`config.mk`:
```
export PLATFORM = sky130hd
export DESIGN_NAME = addsub_pipe_p
export DESIGN_NICKNAME = d
export VERILOG_FILES = /design/src/rtl/addsub_pipe_p.sv
export SDC_FILE = /design/constraint.sdc
export NUM_CORES = 1
export LEC_CHECK = 0
export CORE_MARGIN = 5
export CORE_UTILIZATION = 40
export CTS_CLUSTER_DIAMETER = 150
export CTS_CLUSTER_SIZE = 10
export DETAILED_ROUTE_END_ITERATION = 10
export SYNTH_ARGS = -nofsm -noshare
export SYNTH_HDL_FRONTEND = slang
export SYNTH_SLANG_ARGS = --single-unit
```
`constraint.sdc`:
```
create_clock -name clk -period 2.3 [get_ports clk]
set_clock_uncertainty 0.05 [all_clocks]
set_input_delay 0.345 -clock clk [delete_from_list [all_inputs] [get_ports clk]]
set_output_delay 0.345 -clock clk [all_outputs]
set_load 0.005 [all_outputs]
```
`src/rtl/addsub_pipe_p.sv`:
```
// Pipelined two's-complement add/subtract: operands are prepared and registered at accept,
// then one CHUNK-bit slice is resolved per stage with the carry rippling stage to stage.
module addsub_pipe_p #(
  parameter int SIZE  = 32,
  parameter int CHUNK = 8
) (
  input  logic            clk,
  input  logic            rst_n,
  input  logic            IN_VALID,
  output logic            IN_READY,
  input  logic [SIZE-1:0] A,
  input  logic [SIZE-1:0] B,
  input  logic            CIN,
  input  logic [1:0]      OP,
  output logic            OUT_VALID,
  input  logic            OUT_READY,
  output logic [SIZE-1:0] SUM,
  output logic            COUT,
  output logic            ZERO_FLAG,
  output logic            OVERFLOW_FLAG,
  output logic            NEG_FLAG
);

  localparam int STAGES = SIZE / CHUNK;
  localparam int LAST   = STAGES - 1;

  logic            adv;
  logic [SIZE-1:0] x_d;
  logic [SIZE-1:0] y_d;
  logic            c0_d;

  // Level k holds the operand set about to have slice k resolved; level STAGES is the output.
  logic [SIZE-1:0] x_q [0:STAGES-1];
  logic [SIZE-1:0] y_q [0:STAGES-1];
  logic            c_q [0:STAGES];
  logic            v_q [0:STAGES];
  logic            z_q [0:STAGES];
  logic [SIZE-1:0] s_q [1:STAGES];
  logic            ovf_q;

  logic [CHUNK:0]  slice_sum [0:STAGES-1];
  logic [SIZE-1:0] s_d       [0:STAGES-1];

  // Every register shifts together, so a full pipe simply freezes under back-pressure.
  assign adv      = !v_q[STAGES] || OUT_READY;
  assign IN_READY = adv;

  // Subtraction is folded into an add of the inverted operand plus carry-in.
  always_comb begin
    x_d  = A;
    y_d  = B;
    c0_d = 1'b0;
    case (OP)
      2'b01: begin
        y_d  = ~B;
        c0_d = 1'b1;
      end
      2'b10: begin
        y_d  = ~B;
        c0_d = CIN;
      end
      2'b11: begin
        x_d  = B;
        y_d  = ~A;
        c0_d = 1'b1;
      end
      default: ;
    endcase
  end

  always_ff @(posedge clk or negedge rst_n) begin
    if (!rst_n) begin
      v_q[0] <= 1'b0;
      x_q[0] <= '0;
      y_q[0] <= '0;
      c_q[0] <= 1'b0;
      z_q[0] <= 1'b0;
    end else if (adv) begin
      v_q[0] <= IN_VALID;
      if (IN_VALID) begin
        x_q[0] <= x_d;
        y_q[0] <= y_d;
        c_q[0] <= c0_d;
        z_q[0] <= 1'b1;
      end
    end
  end

  genvar gi;
  generate
    for (gi = 0; gi < STAGES; gi++) begin : g_stage
      assign slice_sum[gi] = {1'b0, x_q[gi][gi*CHUNK +: CHUNK]}
                           + {1'b0, y_q[gi][gi*CHUNK +: CHUNK]}
                           + {{CHUNK{1'b0}}, c_q[gi]};

      if (gi == 0) begin : g_first
        assign s_d[gi] = SIZE'(slice_sum[gi][CHUNK-1:0]);
      end else begin : g_merge
        assign s_d[gi] = (s_q[gi] & ~(SIZE'({CHUNK{1'b1}}) << (gi*CHUNK)))
                       | (SIZE'(slice_sum[gi][CHUNK-1:0]) << (gi*CHUNK));
      end

      always_ff @(posedge clk or negedge rst_n) begin
        if (!rst_n) begin
          v_q[gi+1] <= 1'b0;
          c_q[gi+1] <= 1'b0;
          z_q[gi+1] <= 1'b0;
          s_q[gi+1] <= '0;
        end else if (adv) begin
          v_q[gi+1] <= v_q[gi];
          c_q[gi+1] <= slice_sum[gi][CHUNK];
          z_q[gi+1] <= z_q[gi] && (slice_sum[gi][CHUNK-1:0] == '0);
          s_q[gi+1] <= s_d[gi];
        end
      end

      if (gi < LAST) begin : g_fwd
        always_ff @(posedge clk or negedge rst_n) begin
          if (!rst_n) begin
            x_q[gi+1] <= '0;
            y_q[gi+1] <= '0;
          end else if (adv) begin
            x_q[gi+1] <= x_q[gi];
            y_q[gi+1] <= y_q[gi];
          end
        end
      end
    end
  endgenerate

  // Carry into the MSB is recovered from the MSB sum bit and the two operand MSBs.
  logic msb_cin;
  assign msb_cin = slice_sum[LAST][CHUNK-1] ^ x_q[LAST][SIZE-1] ^ y_q[LAST][SIZE-1];

  always_ff @(posedge clk or negedge rst_n) begin
    if (!rst_n) begin
      ovf_q <= 1'b0;
    end else if (adv) begin
      ovf_q <= slice_sum[LAST][CHUNK] ^ msb_cin;
    end
  end

  assign OUT_VALID     = v_q[STAGES];
  assign SUM           = s_q[STAGES];
  assign COUT          = c_q[STAGES];
  assign ZERO_FLAG     = z_q[STAGES];
  assign OVERFLOW_FLAG = ovf_q;
  assign NEG_FLAG      = s_q[STAGES][SIZE-1];

endmodule

```
# Word level (Yosys, flattened, before mapping)
# Index checks and enable logic that the tools add are counted.
[totals]
ff_bits = 352
latchBits = 0
mem_bits_rw = 0
romBits = 0
output_inout_bits = 38
word_cells = 63
memories = 0
[op_classes]
n_addsub = 8
n_mul = 0
n_div = 0
magnitude_cmp = 0
n_eq_ne = 3
n_shift = 0
muxes = 3
n_bitwise = 8
n_reduce_logical = 13
[ops]
columns = ["cell", "count"]
rows = [
  ["$not 32->32", 2],
  ["$pmux 32 s2", 1],
  ["$add 8x8->9", 4],
  ["$add 9x1->9", 4],
  ["$logic_not 8->1", 4],
  ["$mux 32", 1],
  ["$or 24x32->32", 1],
  ["$or 16x24->24", 1],
  ["$or 8x16->16", 1],
  ["$eq 2x2->1 const B", 2],
  ["$logic_and 1x1->1", 4],
  ["$reduce_or 2->1", 2],
  ["$xor 1x1->1", 3],
  ["$eq 2x1->1 const B", 1],
  ["$pmux 1 s2", 1],
  ["$reduce_and 2->1", 1],
  ["$logic_not 1->1", 1],
  ["$logic_or 1x1->1", 1],
]

# Longest topological paths before layout
# Gate-level depths: netlist of run 1.
[depth]
depth_word = 5
mapped_depth = 9
depth_no_buf = 9

# Worst setup path after synthesis of run 1
# OpenSTA, ideal clock, no wires.
[synth_timing]
path_kind = "reg2reg"
from = "reg x_q[72] (netlist bit)"
to = "reg z_q[2] (netlist bit)"
t_arrival_ns = 2.385
slack_ns = -0.238
path_stages_with_launch = 10
path_buffers = 0
synth_period_minus_slack_ns = 2.538
path_cell_list = "dfrtp_1 -> inv_1 -> fa_1 -> fa_1 -> nor2b_1 -> o21a_1 -> nor2_2 -> xnor2_1 -> or4_1 -> o41ai_2"
[synth_between]
elab_chain_len = 4
[synth_lines]
columns = ["element", "line", "rtl"]
rows = [
  ["start, declared", "33", "logic [SIZE-1:0] x_q [0:STAGES-1];"],
  ["start signal, assigned by index", "123", "x_q[gi+1] <= x_q[gi];"],
  ["$add 8x8->9", "93", "+ {1'b0, y_q[gi][gi*CHUNK +: CHUNK]}"],
  ["$add 9x1->9", "94", "+ {{CHUNK{1'b0}}, c_q[gi]};"],
  ["$logic_not 8->1", "112", "z_q[gi+1] <= z_q[gi] && (slice_sum[gi][CHUNK-1:0] == '0);"],
  ["$logic_and 1x1->1", "112", ""],
  ["end signal, assigned by index", "112", ""],
  ["end, declared", "37", "logic z_q [0:STAGES];"],
]
# No other way between the ends.
# A chain may end at the register's enable or synchronous reset.

# Worst setup path in the final report of run 1
# Same ends and word-level chain as after synthesis.

==> results of run 1 <==
-- registers in the layout (all words and copies together), names as in the netlist --
register and flops:
OUT_VALID 1, c_q 4, s_q 48, OVERFLOW_FLAG 1, x_q 80, SUM 32, v_q 4, COUT 1
y_q 80, z_q 4, ZERO_FLAG 1
-- worst register-to-register path, cell delays in order (launching register included) --
cell	delay, ns
dfrtp_1	0.33
inv_2	0.05
fa_2	0.40
fa_2	0.37
nor2b_1	0.12
o21a_1	0.15
nor2_2	0.04
xnor2_1	0.12
or4_1	0.42
o41ai_2	0.20
-- final cells by class --
class                   instances  share of cell area [%]
well taps                     384                   3.341
flip-flops and latches        256                   44.55
clock inverters                 1                  0.2088
multi-input cells             990                   35.77
clock buffers                  29                   5.047
inverters                      12                  0.3480
repair buffers                147                   10.74
-- metal layers --
metal / vias up / wire, um / track usage (%)
li1: 4502 / - / -
met1: 3994 / 13670 / 25.08
met2: 143 / 9917 / 21.09
met3: 15 / 1085 / 2.781
met4: 0 / 238 / 2.522
met5: - / 0 / 0
-- cell usage after synthesis, types with 2 or more instances --
cell type  number  area, um2
clkbuf_1       60      225.2
o21ai_0       103      515.5
nand4_1         2      12.51
nand4b_1        2      17.52
fa_1            8      160.2
ha_1           32      400.4
nand2b_1       69      431.7
dfrtp_1       256       6406
a211oi_1        6      45.04
buf_2           5      25.02
inv_1          11      41.29
buf_1           7      26.28
o21bai_1        3      22.52
xnor2_1         9      78.83
xor2_1         14      122.6
o21a_1          4      30.03
a21o_1          3      22.52
nor2b_1        11      68.82
nor2_1         30      112.6
or4_1           3      22.52
nor4_1          5      31.28
a311oi_1        3      26.28
nand2_1       550       2064
nor3_1          4      20.02
a21oi_1        84      420.4
mux2_2          3      33.78
mux2i_1        32      320.3
-- kinds of logic after synthesis --
logic type | count (synthesis) | share of synthesized area, %
adder cells (fa/ha/maj) | 40 | 4.751
multiplexers | 35 | 3.001
XOR/XNOR | 23 | 1.707
buffers and inverters | 85 | 2.789
AND/OR/NAND/NOR | 678 | 23.67
AO/OA/AOI/OAI | 214 | 9.788
flip-flops | 256 | 54.29
-- per-stage QoR --
stage / setup WS (ns) / instances / TNS, ns
6_report: -0.04809 / 1819 / -0.04809
5_1_grt: -0.1793 / 1819 / -0.4506
4_1_cts: -0.05575 / 1813 / -0.05575
3_5_place_dp: -0.1287 / 1780 / -0.4139
3_3_place_gp: -0.08424 / 1780 / -0.2371
2_1_floorplan: 0.008589 / 1331 / 0
-- power groups by stage --
| stage | registers (W) | clock network (W) | logic, W |
|---|---|---|---|
| finish | 0.00746 | 0.00391 | 0.00680 |
| global route | 0.00769 | 0.00423 | 0.00786 |
| CTS | 0.00747 | 0.00405 | 0.00672 |
| detailed placement | 0.00754 | 0 | 0.00663 |
| global placement | 0.00748 | 0 | 0.00651 |
| floorplan | 0.00727 | 0 | 0.00439 |
-- final timing paths --
kind                                     startpoint                     to  cells past startpoint
worst min register to register   v_q[1]$_DFFE_PN0N_  OUT_VALID$_DFFE_PN0N_                      1
worst max-delay path            x_q[72]$_DFFE_PN0N_     z_q[2]$_DFFE_PN0N_                      9
max in group asynchronous                     rst_n    SUM[27]$_DFFE_PN0N_                      3
min in group clk                 v_q[1]$_DFFE_PN0N_  OUT_VALID$_DFFE_PN0N_                      1
worst max register to register  x_q[72]$_DFFE_PN0N_     z_q[2]$_DFFE_PN0N_                      9
worst min-delay path                          rst_n   y_q[125]$_DFFE_PN0P_                      2
-- what timing repair did --
| action | 4_1_cts | 5_1_grt |
|---|---|---|
| setup endpoints to repair | 4 | 9 |
| pin swaps | 7 | 9 |
| setup buffers | 2 | 6 |
| hold buffers | 1 | 0 |
| resized for setup | 5 | 11 |
| hold endpoints to repair | 40 | 0 |
==> metrics.log, run 1 <==
[metrics] run status: finished, violations left
[metrics] failing checks: setup timing
[metrics] predominant post-synthesis flop cell: dfrtp_1
[metrics] initial core utilization: about two fifths
[metrics] Leakage Power: roughly 7 nW
[metrics] critical path buffer and inverter count: 1
[metrics] sequential fraction of design power: between 40% and 50%
[metrics] kind of start point of the critical path: flop
[metrics] count of antenna-violating nets left after detailed routing: 0
[metrics] full die area: 33030 um2
[metrics] number of hold-slack violations in the final timing report: 0
[metrics] setup repair after global routing missed its margin: true
[metrics] maximum number of pins on one net before global-route repair: 100
[metrics] combinational share of power: ~37%
[metrics] half-perimeter wire length of the detailed placement result: around 17 mm
[metrics] Critical Path Max Stage Delay: between 0.4 and 0.5 ns
[metrics] CP max stage cell: or4_1
[metrics] data required time at the worst endpoint: around 2.7 ns
[metrics] count of flip-flops with a built-in enable after synthesis: 0
[metrics] leading cell type in the layout, fill and taps excluded: nand2_1
[metrics] antenna diode count: 0
[metrics] critical path, cell by cell: inv_2 -> fa_2 -> fa_2 -> nor2b_1 -> o21a_1 -> nor2_2 -> xnor2_1 -> or4_1 -> o41ai_2
[metrics] Register-to-Register Setup Slack: -0.05 ns
[metrics] Core Box Area: approximately 29000 um2
[metrics] TritonCTS sink count: 256
[metrics] height of the chip: roughly 180 um
[metrics] slew at the pin closest to its max-slew limit: between 0.4 and 0.5 ns
[metrics] Final period util: 102.1%
[metrics] max-slew violations: 0
[metrics] number of ports placed on the die boundary: ~110
[metrics] multi-input combinational cell area: between 5000 and 6000 um2
[metrics] final worst path period need: between 2 and 2.5 ns
[metrics] area of placed instances: between 10000 and 15000 um2
[metrics] number of buffers inserted during clock tree synthesis: 29
[metrics] Max Fanout on Critical Path: 2
[metrics] Highest Clock Rate: around 0.43 GHz
[metrics] Clk pin slew, worst setup/hold paths: roughly 0.05 ns
[metrics] Critical Path AT: 2.72 ns
[metrics] number of antenna violations at the first check in global routing: 0
[metrics] number of H-tree branching levels: 1
[metrics] warning count from the yosys run: 0
[metrics] most used cells in the layout excluding fill and tap cells: nand2_1 (548), dfrtp_1 (256), clkdlybuf4s50_1 (107)
[metrics] count of vias placed by the detailed router: 8654
[metrics] share of post-route cells with drive strength above 1: under 10%
[metrics] Sw Ratio: between 30% and 40%
[metrics] Clk Latency, worst-skew pair: around 0.53 ns
[metrics] Avg Synthesized Cell Area: just under 9 um2
[metrics] Fin Hold WS: ~0.27 ns
[metrics] clock tree from TritonCTS: yes
[metrics] Rows: between 60 and 70
[metrics] proportion of power drawn by the clock network: 21.5%
[metrics] peak supply drop: around 0.00061 V
[metrics] cell class contributing the biggest share of worst-path delay: adder cells
[metrics] max cap viols: 0
[metrics] number of vias per cell after detailed routing: 4.758
[metrics] utilization after layout: between 40% and 50%
[metrics] cell at the root of the clock tree: clkbuf_16
[metrics] total power: between 0.015 and 0.02 W
[metrics] cell count after synthesis: about 1.3k
[metrics] input/output buffers: around 110
[metrics] Setup WS post-layout: -0.04809 ns
[metrics] number of nets produced by synthesis: approximately 1.4k
[metrics] number of global-route vias before repair: 8555
[metrics] Final Wtd Congestion: between 0.8 and 0.9
[metrics] width of the die: roughly 180 um
[metrics] Detailed Route WL: about 25 mm
[metrics] crit end category: flop
[metrics] global route overflow: 0
[metrics] summed instance area of the synthesized netlist: between 10000 and 15000 um2
[metrics] DRC violation count after routing: 0
[metrics] maximum clock insertion buffer count: 3
[metrics] global-route wire length before repair: approximately 44 mm
[metrics] count of nets after finishing: around 1.5k
[metrics] synthesis-to-layout area growth: 21.88%
[metrics] switching component of the power: between 0.006 and 0.007 W
[metrics] overall fraction of global-route tracks in use: between 15 and 20%
[metrics] Distinct cells, synth: 39
[metrics] sequential-to-total area share from yosys stat: a little over half
[metrics] DR iter-0 viols: 573
[metrics] power density relative to cell area: 1264 nW/um2
[metrics] flip-flop and latch area: between 6000 and 7000 um2
[metrics] share of synthesized registers carrying an async set or reset: 100.0%
[metrics] Worst Hold Class: input port to async pin
[metrics] worst setup path category: flop to flop
[metrics] FILL cells: 2720
[metrics] Max-slew headroom: 70.30%
[metrics] routed wire length per instance: about 14 um
[metrics] cell internal power dissipation: 0.01188 W
[metrics] number of flip-flops and latches in the synthesized netlist: between 200 and 300
[metrics] post-layout instance area: 14380 um2
[metrics] final setup violation count: 1
[metrics] Top cell by count, worst path: fa_2
[metrics] first-pass iteration count of the detailed router: 4
Note: power is estimated with default switching activity, not from simulation.
==> run 2, diff against run 1 <==
DONT_BUFFER_PORTS = 1   (was not set)
==> run 2 against run 1 <==
Compared with the run above: the flow finishes with violations (hold timing, setup timing); largest cell class unchanged; fmax shrank 2.1%; sequential share of layout area grew 1.9 points; largest power group unchanged; register-to-register slack lost 0.05 ns; critical path depth is the same.
==> metrics.log, run 2 (synthesized netlist as in run 1, its figures left out) <==
[metrics] Max-slew headroom: 65.00% (was 70.30%)
[metrics] synthesis-to-layout area growth: 16.84% (was 21.88%)
[metrics] crit end category: flop (unchanged)
[metrics] routed wire length per instance: 14.45 um (was 13.69 um)
[metrics] global route overflow: 0 (unchanged)
[metrics] share of post-route cells with drive strength above 1: 6.218% (was 6.690%)
[metrics] flip-flop and latch area: 6406 um2 (unchanged)
[metrics] registers with the most flip-flops: x_q (80), y_q (80), s_q (48) (unchanged)
[metrics] count of nets after finishing: 1494 (was 1547)
[metrics] global-route wire length before repair: 43.77 mm (was 43.51 mm)
[metrics] Rows: 62 (unchanged)
[metrics] number of global-route vias before repair: 8571 (was 8555)
[metrics] worst setup path category: flop to flop (unchanged)
[metrics] clock tree from TritonCTS: yes (unchanged)
[metrics] Final period util: 104.3% (was 102.1%)
[metrics] half-perimeter wire length of the detailed placement result: 16.58 mm (was 17.27 mm)
[metrics] Worst Setup Slack post-DPL: -0.1317 ns (was -0.1287 ns)
[metrics] number of buffers inserted during clock tree synthesis: 29 (unchanged)
[metrics] number of vias per cell after detailed routing: 4.845 (was 4.758)
[metrics] number of hold-slack violations in the final timing report: 256 (was 0)
[metrics] Setup WS post-layout: -0.09777 ns (was -0.04809 ns)
[metrics] failing checks: hold timing, setup timing (was setup timing)
[metrics] most used cells in the layout excluding fill and tap cells: nand2_1 (549), dfrtp_1 (256), o21ai_0 (96) (was nand2_1 (548), dfrtp_1 (256), clkdlybuf4s50_1 (107))
[metrics] FILL cells: 2782 (was 2720)
[metrics] Worst Hold Class: input port to async pin (unchanged)
[metrics] Critical Path AT: 2.77 ns (was 2.72 ns)
[metrics] leading cell type in the layout, fill and taps excluded: nand2_1 (unchanged)
[metrics] run status: finished, violations left (unchanged)
[metrics] Fin Hold WS: -0.5259 ns (was 0.2717 ns)
[metrics] antenna diode count: 0 (unchanged)
[metrics] Clk Latency, worst-skew pair: 0.54 ns (was 0.53 ns)
[metrics] Final Wtd Congestion: 0.8115 (was 0.8204)
[metrics] max cap viols: 0 (unchanged)
[metrics] sum of negative setup slack: -0.1026 ns (was -0.04809 ns)
[metrics] cell at the root of the clock tree: clkbuf_16 (unchanged)
[metrics] final setup violation count: 3 (was 1)
[metrics] Detailed Route WL: 25.54 mm (was 24.91 mm)
[metrics] Highest Clock Rate: 0.4171 GHz (was 0.4259 GHz)
[metrics] utilization after layout: 47.64% (was 49.70%)
[metrics] data required time at the worst endpoint: 2.68 ns (about the same)
[metrics] maximum number of pins on one net before global-route repair: 257 (was 100)
[metrics] input/output buffers: 0 (was 108)
[metrics] DR iter-0 viols: 542 (was 573)
[metrics] Clk pin slew, worst setup/hold paths: 0.05 ns (about the same)
[metrics] Max Fanout on Critical Path: 2 (unchanged)
[metrics] kind of start point of the critical path: flop (unchanged)
[metrics] hold buffers post-CTS: 66 (was 1)
[metrics] final non-filler cell total: 1767 (was 1819)
[metrics] final worst path period need: 2.398 ns (was 2.348 ns)
[metrics] slew at the pin closest to its max-slew limit: 0.5250 ns (was 0.4454 ns)
[metrics] post-layout instance area: 13790 um2 (was 14380 um2)
[metrics] Inst Count DP: 1666 (was 1780)
[metrics] height of the chip: 181.7 um (unchanged)
[metrics] peak supply drop: 0.0005700 V (was 0.0006083 V)
[metrics] Leakage Power: 6.647 nW (was 6.874 nW)
[metrics] first-pass iteration count of the detailed router: 4 (unchanged)
[metrics] width of the die: 181.7 um (unchanged)
[metrics] power density relative to cell area: 1257 nW/um2 (was 1264 nW/um2)
[metrics] area of placed instances: 12290 um2 (was 13510 um2)
[metrics] TritonCTS sink count: 256 (unchanged)
[metrics] initial core utilization: 40.78% (unchanged)
[metrics] number of ports placed on the die boundary: 109 (unchanged)
[metrics] Core Box Area: 28940 um2 (unchanged)
[metrics] setup repair after global routing missed its margin: true (unchanged)
[metrics] count of antenna-violating nets left after detailed routing: 0 (unchanged)
[metrics] DRC violation count after routing: 0 (unchanged)
[metrics] max-slew violations: 0 (unchanged)
[metrics] number of antenna violations at the first check in global routing: 0 (unchanged)
[metrics] overall fraction of global-route tracks in use: 15.46% (was 15.26%)
[metrics] full die area: 33030 um2 (unchanged)
[metrics] count of vias placed by the detailed router: 8561 (was 8654)
[metrics] maximum clock insertion buffer count: 3 (unchanged)
[metrics] multi-input combinational cell area: 5139 um2 (was 5144 um2)
[metrics] number of H-tree branching levels: 1 (unchanged)
==> run 2: cell count changes in the layout (fill, tap and decap cells not counted), moves of 3 or more <==
cell	before	now
buf_12	13	6
dlygate4sd3_1	1	66
o21ai_1	3	6
clkdlybuf4s50_1	107	0
buf_4	25	22
o21ai_0	100	96
==> run 2: worst paths after layout <==
check	depth (start not counted)	end	slack [ns]	start
worst max-delay path	9	z_q[2]$_DFFE_PN0N_	-0.1	c_q[3]$_DFFE_PN0N_
worst min-delay path	0	y_q[93]$_DFFE_PN0N_	-0.53	rst_n
worst max register to register	9	z_q[2]$_DFFE_PN0N_	-0.1	c_q[3]$_DFFE_PN0N_
worst min register to register	2	y_q[81]$_DFFE_PN0N_	0.41	y_q[113]$_DFFE_PN0P_
max in group asynchronous	0	z_q[1]$_DFFE_PN0N_	2.34	rst_n
min in group clk	2	x_q[123]$_DFFE_PN0P_	0.02	A[27]
==> run 2: final cells by class <==
class	instances	share of cell area, %
Clock inverter	2	0.2814
Multi-Input combinational cell	990	37.28
Tap cell	384	3.485
Timing Repair Buffer	94	6.862
Inverter	12	0.3630
Sequential cell	256	46.47
Clock buffer	29	5.264
==> run 2: stage by stage <==
step	hold WS (ns)	total power, W
after CTS	-0.5575	0.01745
after global routing	-0.5610	0.01888
final	-0.5259	0.01733
after detailed placement	0.01464	0.01330
after floorplan	-0.0005911	0.01166
after global placement	0.01385	0.01313
==> run 2: layer usage <==
layer	GRT usage, %	wire [um]
met1	24.10	13250
met2	22.19	10420
met4	3.122	381
met5	0	0
met3	3.321	1483
==> run 2: worst max-delay path, cell delays in order (launching register included) <==
cell and delay [ns]:
dfrtp_1 0.33, inv_2 0.05, fa_2 0.39, fa_2 0.36, nor2b_1 0.12, o21a_1 0.16, nor2_2 0.04, xnor2_1 0.14
or4_1 0.43, o41ai_2 0.21
==> run 2: repair_timing <==
action                                 4_1_cts  5_1_grt
gates resized for setup                      5       15
setup endpoints to repair                    7       12
buffers inserted                             1        3
pin swaps                                    7        5
endpoints found under the hold margin      311      256
==> run 2: where the power goes <==
part / total (W) / switching, W / leakage, nW / internal (W)
logic: 0.00581 / 0.00332 / 3.08 / 0.00250
registers: 0.00760 / 0.00119 / 3.19 / 0.00640
clock network: 0.00392 / 0.00161 / 0.376 / 0.00231
total: 0.0173 / 0.00612 / 6.65 / 0.0112
==> run 3, diff against run 2 <==
ABC_CLOCK_PERIOD_IN_PS = 2300   (was not set)
==> results of run 3 <==
Same layout as run 2: the final DEF is identical, and so are final timing and power.
